--- config.mk ---
export PLATFORM = sky130hd
export DESIGN_NAME = gif_sram_frame_reader
export DESIGN_NICKNAME = d
export VERILOG_FILES = /design/src/rtl/gif_sram_frame_reader.sv
export SDC_FILE = /design/constraint.sdc
export NUM_CORES = 1
export LEC_CHECK = 0
export ABC_CLOCK_PERIOD_IN_PS = 8450
export CAP_MARGIN = 40
export CORE_ASPECT_RATIO = 1.25
export CORE_MARGIN = 1
export CORE_UTILIZATION = 61
export CTS_CLUSTER_SIZE = 30
export DETAILED_ROUTE_END_ITERATION = 8
export GPL_TIMING_DRIVEN = 0
export MAX_ROUTING_LAYER = met4
export PLACE_DENSITY = 0.91
export SKIP_CTS_REPAIR_TIMING = 1
export SYNTH_ARGS = -nofsm -noshare
export SYNTH_HDL_FRONTEND = slang
export SYNTH_SLANG_ARGS = --single-unit
--- constraint.sdc ---
create_clock -name Clk -period 8.45 [get_ports Clk]
set_input_delay 1.2675 -clock Clk [delete_from_list [all_inputs] [get_ports Clk]]
set_output_delay 1.2675 -clock Clk [all_outputs]
set_load 0.05 [all_outputs]
--- src/rtl/gif_sram_frame_reader.sv ---
`default_nettype none
// ============================================================================
// Module   : gif_sram_frame_reader
// Brief    : Streams one decoded GIF frame (two palette indices per SRAM word)
//            from external SRAM through a word FIFO, one pixel per request.
// Options  : GIF_READER_UFLOW_CNT_EN enables the saturating underflow counter.
// Revision : 1.0 - initial release
// ============================================================================
module gif_sram_frame_reader #(
   parameter int FRAME_WORDS = 38400,
   parameter int FIFO_DEPTH  = 8
) (
   input  logic        Clk,
   input  logic        Reset,
   input  logic        frame_start,
   input  logic [19:0] frame_base,
   input  logic        pix_req,
   output logic        pix_valid,
   output logic [7:0]  pix_data,
   output logic        frame_done,
   output logic        underflow,
   output logic [15:0] underflow_count,
   output logic        mem_req,
   input  logic        mem_gnt,
   output logic [19:0] SRAM_ADDR,
   input  logic [15:0] SRAM_DQ,
   output logic        SRAM_OE_N,
   output logic        SRAM_CE_N,
   output logic        SRAM_WE_N,
   output logic        SRAM_LB_N,
   output logic        SRAM_UB_N
);
   localparam int c_ptr_w = $clog2(FIFO_DEPTH);
   localparam int c_cnt_w = c_ptr_w + 1;
   localparam int c_wc_w  = $clog2(FRAME_WORDS + 1);
   localparam int c_pc_w  = $clog2(2 * FRAME_WORDS + 1);
   localparam logic [c_wc_w-1:0]  c_last_word = c_wc_w'(FRAME_WORDS - 1);
   localparam logic [c_pc_w-1:0]  c_last_pix  = c_pc_w'(2 * FRAME_WORDS - 1);
   localparam logic [c_cnt_w-1:0] c_depth     = c_cnt_w'(FIFO_DEPTH);

   localparam logic [1:0] c_st_idle  = 2'd0;
   localparam logic [1:0] c_st_fetch = 2'd1;
   localparam logic [1:0] c_st_drain = 2'd2;

   logic [1:0]         r_state;
   logic [1:0]         w_state_nxt;
   logic [19:0]        r_addr;
   logic [c_wc_w-1:0]  r_word_cnt;
   logic [c_pc_w-1:0]  r_pix_cnt;
   logic [15:0]        r_mem [FIFO_DEPTH];
   logic [c_ptr_w-1:0] r_wr_ptr;
   logic [c_ptr_w-1:0] r_rd_ptr;
   logic [c_cnt_w-1:0] r_count;
   logic               r_inflight;
   logic               r_byte_hi;
   logic               r_pix_valid;
   logic [7:0]         r_pix_data;
   logic               r_frame_done;
   logic               r_underflow;
   logic               r_mem_req;
   logic [19:0]        r_sram_addr;
   logic               r_oe_n;
   logic               r_ce_n;

   logic               w_space;
   logic               w_issue;
   logic               w_pop;
   logic               w_uflow;
   logic               w_push;
   logic               w_pop_word;
   logic [15:0]        w_head;
   logic [7:0]         w_byte;

   // Budget counts the read still in flight so a full FIFO can never overflow.
   assign w_space    = (r_count + c_cnt_w'(r_inflight)) < c_depth;
   assign w_push     = r_inflight && !frame_start;
   assign w_pop_word = w_pop && r_byte_hi;
   assign w_head     = r_mem[r_rd_ptr];
   assign w_byte     = r_byte_hi ? w_head[15:8] : w_head[7:0];

   always_ff @(posedge Clk) begin
      if (Reset) r_state <= c_st_idle;
      else       r_state <= w_state_nxt;
   end

   always_comb begin
      w_state_nxt = r_state;
      if (frame_start) begin
         w_state_nxt = c_st_fetch;
      end else begin
         case (r_state)
            c_st_fetch: if (w_issue && (r_word_cnt == c_last_word)) w_state_nxt = c_st_drain;
            c_st_drain: if (w_pop && (r_pix_cnt == c_last_pix))     w_state_nxt = c_st_idle;
            default:    w_state_nxt = c_st_idle;
         endcase
      end
   end

   // frame_start swallows any same-cycle issue or pixel request.
   always_comb begin
      w_issue = 1'b0;
      w_pop   = 1'b0;
      w_uflow = 1'b0;
      if (!frame_start) begin
         w_issue = (r_state == c_st_fetch) && mem_gnt && w_space;
         if ((r_state != c_st_idle) && pix_req) begin
            w_pop   = (r_count != '0);
            w_uflow = (r_count == '0);
         end
      end
   end

   always_ff @(posedge Clk) begin
      if (Reset) begin
         r_addr       <= '0;
         r_word_cnt   <= '0;
         r_pix_cnt    <= '0;
         r_wr_ptr     <= '0;
         r_rd_ptr     <= '0;
         r_count      <= '0;
         r_inflight   <= 1'b0;
         r_byte_hi    <= 1'b0;
         r_pix_valid  <= 1'b0;
         r_pix_data   <= 8'h00;
         r_frame_done <= 1'b0;
         r_underflow  <= 1'b0;
         r_mem_req    <= 1'b0;
         r_sram_addr  <= '0;
         r_oe_n       <= 1'b1;
         r_ce_n       <= 1'b1;
      end else begin
         r_mem_req    <= (w_state_nxt == c_st_fetch);
         r_pix_valid  <= w_pop;
         r_pix_data   <= w_pop ? w_byte : 8'h00;
         r_frame_done <= w_pop && (r_pix_cnt == c_last_pix);
         r_oe_n       <= !w_issue;
         r_ce_n       <= !w_issue;
         if (w_issue) r_sram_addr <= r_addr;
         if (frame_start) begin
            r_addr      <= frame_base;
            r_word_cnt  <= '0;
            r_pix_cnt   <= '0;
            r_wr_ptr    <= '0;
            r_rd_ptr    <= '0;
            r_count     <= '0;
            r_inflight  <= 1'b0;
            r_byte_hi   <= 1'b0;
            r_underflow <= 1'b0;
         end else begin
            r_inflight <= w_issue;
            if (w_issue) begin
               r_addr     <= r_addr + 20'd1;
               r_word_cnt <= r_word_cnt + 1'b1;
            end
            if (w_push)     r_wr_ptr <= r_wr_ptr + 1'b1;
            if (w_pop_word) r_rd_ptr <= r_rd_ptr + 1'b1;
            r_count <= r_count + c_cnt_w'(w_push) - c_cnt_w'(w_pop_word);
            if (w_pop) begin
               r_byte_hi <= !r_byte_hi;
               r_pix_cnt <= r_pix_cnt + 1'b1;
            end
            if (w_uflow) r_underflow <= 1'b1;
         end
      end
   end

   // Storage carries no reset; occupancy alone says which entries are live.
   always_ff @(posedge Clk) begin
      if (w_push) r_mem[r_wr_ptr] <= SRAM_DQ;
   end

`ifdef GIF_READER_UFLOW_CNT_EN
   logic [15:0] r_uflow_cnt;

   always_ff @(posedge Clk) begin
      if (Reset)                                 r_uflow_cnt <= 16'h0000;
      else if (w_uflow && (r_uflow_cnt != 16'hFFFF)) r_uflow_cnt <= r_uflow_cnt + 16'd1;
   end

   assign underflow_count = r_uflow_cnt;
`else
   assign underflow_count = 16'h0000;
`endif

   assign pix_valid  = r_pix_valid;
   assign pix_data   = r_pix_data;
   assign frame_done = r_frame_done;
   assign underflow  = r_underflow;
   assign mem_req    = r_mem_req;
   assign SRAM_ADDR  = r_sram_addr;
   assign SRAM_OE_N  = r_oe_n;
   assign SRAM_CE_N  = r_ce_n;
   assign SRAM_WE_N  = 1'b1;
   assign SRAM_LB_N  = 1'b0;
   assign SRAM_UB_N  = 1'b0;

endmodule
`default_nettype wire

== Word-level counts from Yosys, hierarchy flattened ==
Memory sizes are Yosys's and may differ from the RTL's. A register that Yosys moved wholly into a read port is not among the register bits.
Cells that the tools add are included.
Word-level totals
  memories: 1
  flip-flop bits (word level): 100
  input port bits: 41
  word-level logic and storage cells: 64
  RAM bits: 128
Memory list
  r_mem: depth 8, bits a word 16, read ports 1, clocked after Yosys merged registers in 1, write ports 1, RTL line 50  | logic [15:0] r_mem [FIFO_DEPTH];
Cells by class
  bitwise gates (word level): 1
  reductions and logical operators: 16
  equal/unequal tests: 5
  add/subtract/negate cells: 8
  multiplexer cells: 16
  $lt $le $gt $ge: 1
Operator list (count)
  two-way mux 20 bit: 2
  adder 20 x 1 -> 20 bit (second input constant): 1
  adder 17 x 1 -> 17 bit (second input constant): 1
  equality test 17 bit (second input constant): 1
  adder 16 x 1 -> 16 bit (second input constant): 1
  equality test 16 bit (second input constant): 1
  adder 4 x 1 -> 4 bit: 2
  two-way mux 8 bit: 1
  logical AND 1 bit: 7
  two-way mux 1 bit: 7
  adder 3 x 1 -> 3 bit (second input constant): 2
  two-way mux 2 bit: 3
  two-way mux 3 bit: 2
  equality test 2 x 1 -> 1 bit (second input constant): 2
  logical NOT 4 bit: 1
  < comparator 4 bit (second input constant): 1
  one-hot mux 2 bit (2 select lines): 1
  nonzero test 2 bit: 2
  nonzero test 4 bit: 1
  OR reduction 2 bit: 2
  subtractor 4 x 1 -> 4 bit: 1
  logical NOT 1 bit: 3
  equality test 2 bit (second input constant): 1
  inverter 1 bit: 1

== Depth between registers and ports, before layout ==
  word-level depth: 9
  mapped depth: 13
  mapped depth without buffers: 12

== Worst setup path before layout ==
Ideal clock, no wire load.
  path kind: in2reg
  start: in frame_start
  end: mem r_mem[4][0] (enable)
  arrival: 3190 ps
  stages: 5
  path slack: 4851 ps
  cells stage by stage: clkbuf_1 inv_2 buf_1 nand3_1 nor3_1
Between the ends
  word-level cells in the longest chain between the ends: 4
Ends and longest elaborated chain
  from (decl): RTL line 15  | input logic frame_start,
  logical NOT 1 bit
  logical AND 1 bit: RTL line 76  | assign w_push = r_inflight && !frame_start;
  two-way mux 1 bit: RTL line 169  | if (w_push) r_mem[r_wr_ptr] <= SRAM_DQ;
  two-way mux 1 bit (implied by the code): RTL line 169
  to (decl): RTL line 50
No other way between the ends.

== Worst setup path after layout ==
  start: in frame_start
  end: mem r_mem[4][11] (enable)
The elaborated chain is that of the path after synthesis.

==> flow_metrics.py <==
metrics = {
    "outcome": {
        "status": "completed",
    },
    "timing": {
        "skew_ns": 0.02742,
        "setup_viol": 0,
        "finalCritPeriodShare_pct": 45.85,
        "finalHoldViolations": 0,
        "fmax_ghz": 0.2581,
        "tns_ns": 0,
        "finalMaxSlewViolations": 0,
        "relSlewSlack_pct": 43.54,
        "rsz0062_at_grt": "no",
        "worst_pin_slew_ns": 0.8438,
        "period_minus_slack_ns": 3.874,
        "fin_ws_ns": 4.576,
    },
    "clock_network": {
        "clkSinkCount": 231,
        "clkLatencyLatePin_ns": 0.52,
        "htreeDepth": 1,
        "ctsLongestPathBuffers": 3,
        "cts-root-buf": "clkbuf_16",
        "numCtsBuffers": 22,
        "clkTransAtPathRegs_ns": 0.06,
        "cts_tree": "built",
    },
    "route": {
        "routed_via_density": 5.958,
        "ant_nets": 0,
        "drtPass1Iterations": 5,
        "wirelength_mm": 21.01,
        "drc_errors": 0,
        "vias": 6542,
        "routedWlPerCell_um": 19.13,
        "drt_iter0_drc": 443,
    },
    "final_layout": {
        "diodes": 0,
        "areaGrowthSynthToFinish_pct": 19.80,
        "drive_gt1_share_pct": 14.56,
        "final_cell_mix": "128 x edfxtp_1, 103 x dfxtp_1, 74 x clkdlybuf4s50_1, 65 x nand2_1, 47 x a21oi_1",
        "mostFrequentLayoutCell": "edfxtp_1",
        "nets": 928,
    },
    "die": {
        "fp-row-count": 51,
        "io_pins": 94,
        "die_y_um": 142.7,
        "die_area_sq_um": 16350,
        "initial_core_util_pct": 62.33,
        "core_sq_um": 15510,
        "die_w_um": 114.6,
    },
    "critical_path": {
        "reg2reg_slack_ns": 5.70,
        "cp_max_fo": 10,
        "end_kind": "flip-flop",
        "crit_required_ns": 8.66,
        "crit_type": "in2reg",
        "cp.arrival_ns": 4.08,
        "cp-start-kind": "input pin",
    },
    "placed_design": {
        "gp_congestion": 0.8570,
        "io_buffers": 74,
        "dp_hpwl_mm": 14.06,
        "place_ws_ns": 4.127,
    },
    "power_and_ir_drop": {
        "power_density_nw_per_um2": 193.8,
        "leakage_nw": 3.789,
        "ir_drop_mv": 0.1738,
        "power.total_mw": 2.243,
    },
    "synthesis": {
        "ys_seq_elements": 231,
        "yosysTopAreaCellShare_pct": 39.77,
        "synth-adder-area-share_pct": 2.020,
        "synth_area_leaders": "edfxtp_1 40%, dfxtp_1 21%, mux4_2 9.3%",
        "yosysWarnings": 0,
        "yosysUniqueCellTypes": 58,
        "synth_ff_type": "edfxtp_1",
        "synth_xor_area_share_pct": 1.631,
        "synth_edf_count": 128,
        "synth_cells": 747,
        "synth_top_family_by_area": "simple AND/OR/NAND/NOR gates",
        "synth.cell_area_sq_um": 9664,
        "syn_area_per_cell_sq_um": 12.94,
        "ys_seq_area_share_pct": 61.11,
        "async_reset_ff_share_pct": 0,
        "synth_top_cell_by_area": "edfxtp_1",
        "synthSimpleGateAreaFrac_pct": 12.48,
        "synthMuxAreaShare_pct": 10.05,
        "synth_compound_area_share_pct": 8.597,
    },
    "grt": {
        "grt_antenna_before_repair": 0,
        "track_usage_pct": 27.59,
        "first_global_vias": 6469,
        "grt_max_degree": 15,
        "grt_pass1_wl_mm": 33.16,
        "grt-ovfl-total": 0,
    },
    "job": {
        "drv_cap": 0,
    },
    "min_path": {
        "min_path_type": "reg2reg",
    },
}
## through the flow
step | hold WS (ns) | utilization (%) | instance area [sq um] | std cells
3_3_place_gp | 0.4417 | 69.22 | 10730 | 1050
2_1_floorplan | 0.4388 | - | 9728 | 764
4_1_cts | 0.4561 | 74.66 | 11580 | 1098
3_5_place_dp | 0.4472 | 70.26 | 10890 | 1060
6_report | 0.4542 | 74.66 | 11580 | 1098
5_1_grt | 0.4753 | 74.66 | 11580 | 1098
## power breakdown
part	switching [mW]	internal, mW	total [mW]
Sequential	0.0108	1.19	1.20
Combinational	0.0609	0.0380	0.0989
Clock	0.401	0.540	0.941
## cells by family (layout without fill, tap and decap cells)
logic type / count (synthesis) / in the layout
buf+inv: 80 / 202
simple gates: 228 / 228
other cells: 2 / 19
mux: 47 / 47
compound gates: 126 / 126
xor+xnor: 18 / 18
flops: 231 / 231
fa+ha+maj: 15 / 15
## per-layer routing
layer / share of wire, % / global-route usage [%] / vias up
met5: 0 / - / -
met4: 3.5 / 11.48 / 0
met3: 6.1 / 4.287 / 66
met2: 53 / 48.58 / 271
met1: 37 / 31.31 / 3155
li1: - / - / 3050
## flip-flops by register name, indices dropped and copies added, names as in the netlist, 2 cells and up, named ones only
signal	cells
r_addr	20
pix_data	8
r_count	4
r_mem	128
r_state	2
SRAM_ADDR	20
r_wr_ptr	3
r_pix_cnt	17
r_word_cnt	16
r_rd_ptr	3
## area by class of cell
cell class / instances / area (sq um)
buffer: 55 / 296.5
clock buffer: 27 / 569.3
fill: 974 / 3929
timing repair buffer: 84 / 875.8
inverter: 25 / 93.84
sequential: 231 / 5906
clock inverter: 11 / 113.9
tap: 212 / 265.3
multi-input combinational: 453 / 3457
## Yosys cell counts (all sizes together), types with 3 or more instances
library cell / n
a311oi: 11
o31ai: 22
o21ai: 17
clkbuf: 25
o31a: 3
and3: 5
a221oi: 5
mux2i: 7
a211oi: 6
nand2b: 4
nor3: 3
xor2: 11
or2: 3
nand4: 14
or4: 22
a21oi: 47
or3: 13
nor4: 4
nand2: 65
dfxtp: 103
and2: 11
nor2: 48
ha: 14
and4: 6
edfxtp: 128
xnor2: 7
inv: 25
o211ai: 3
mux4: 40
buf: 30
nand3: 20
## worst paths after layout
| path | to | cells past startpoint | startpoint |
|---|---|---|---|
| worst max-delay path | r_mem[4][11]$_DFFE_PP_ | 8 | frame_start |
| worst min-delay path | SRAM_ADDR[13]$_SDFFE_PP0P_ | 2 | SRAM_ADDR[13]$_SDFFE_PP0P_ |
| worst min register to register | SRAM_ADDR[13]$_SDFFE_PP0P_ | 2 | SRAM_ADDR[13]$_SDFFE_PP0P_ |
| worst max register to register | r_count[2]$_SDFF_PP0_ | 13 | r_count[3]$_SDFF_PP0_ |
## worst max-delay path: stages
cell	delay (ns)
clkdlybuf4s50_1	0.54
clkbuf_1	0.29
inv_2	0.23
buf_1	0.45
nand3_1	0.37
nor3_2	0.54
buf_6	0.22
buf_4	0.16
No activity file was read; power rests on OpenSTA's default activity.
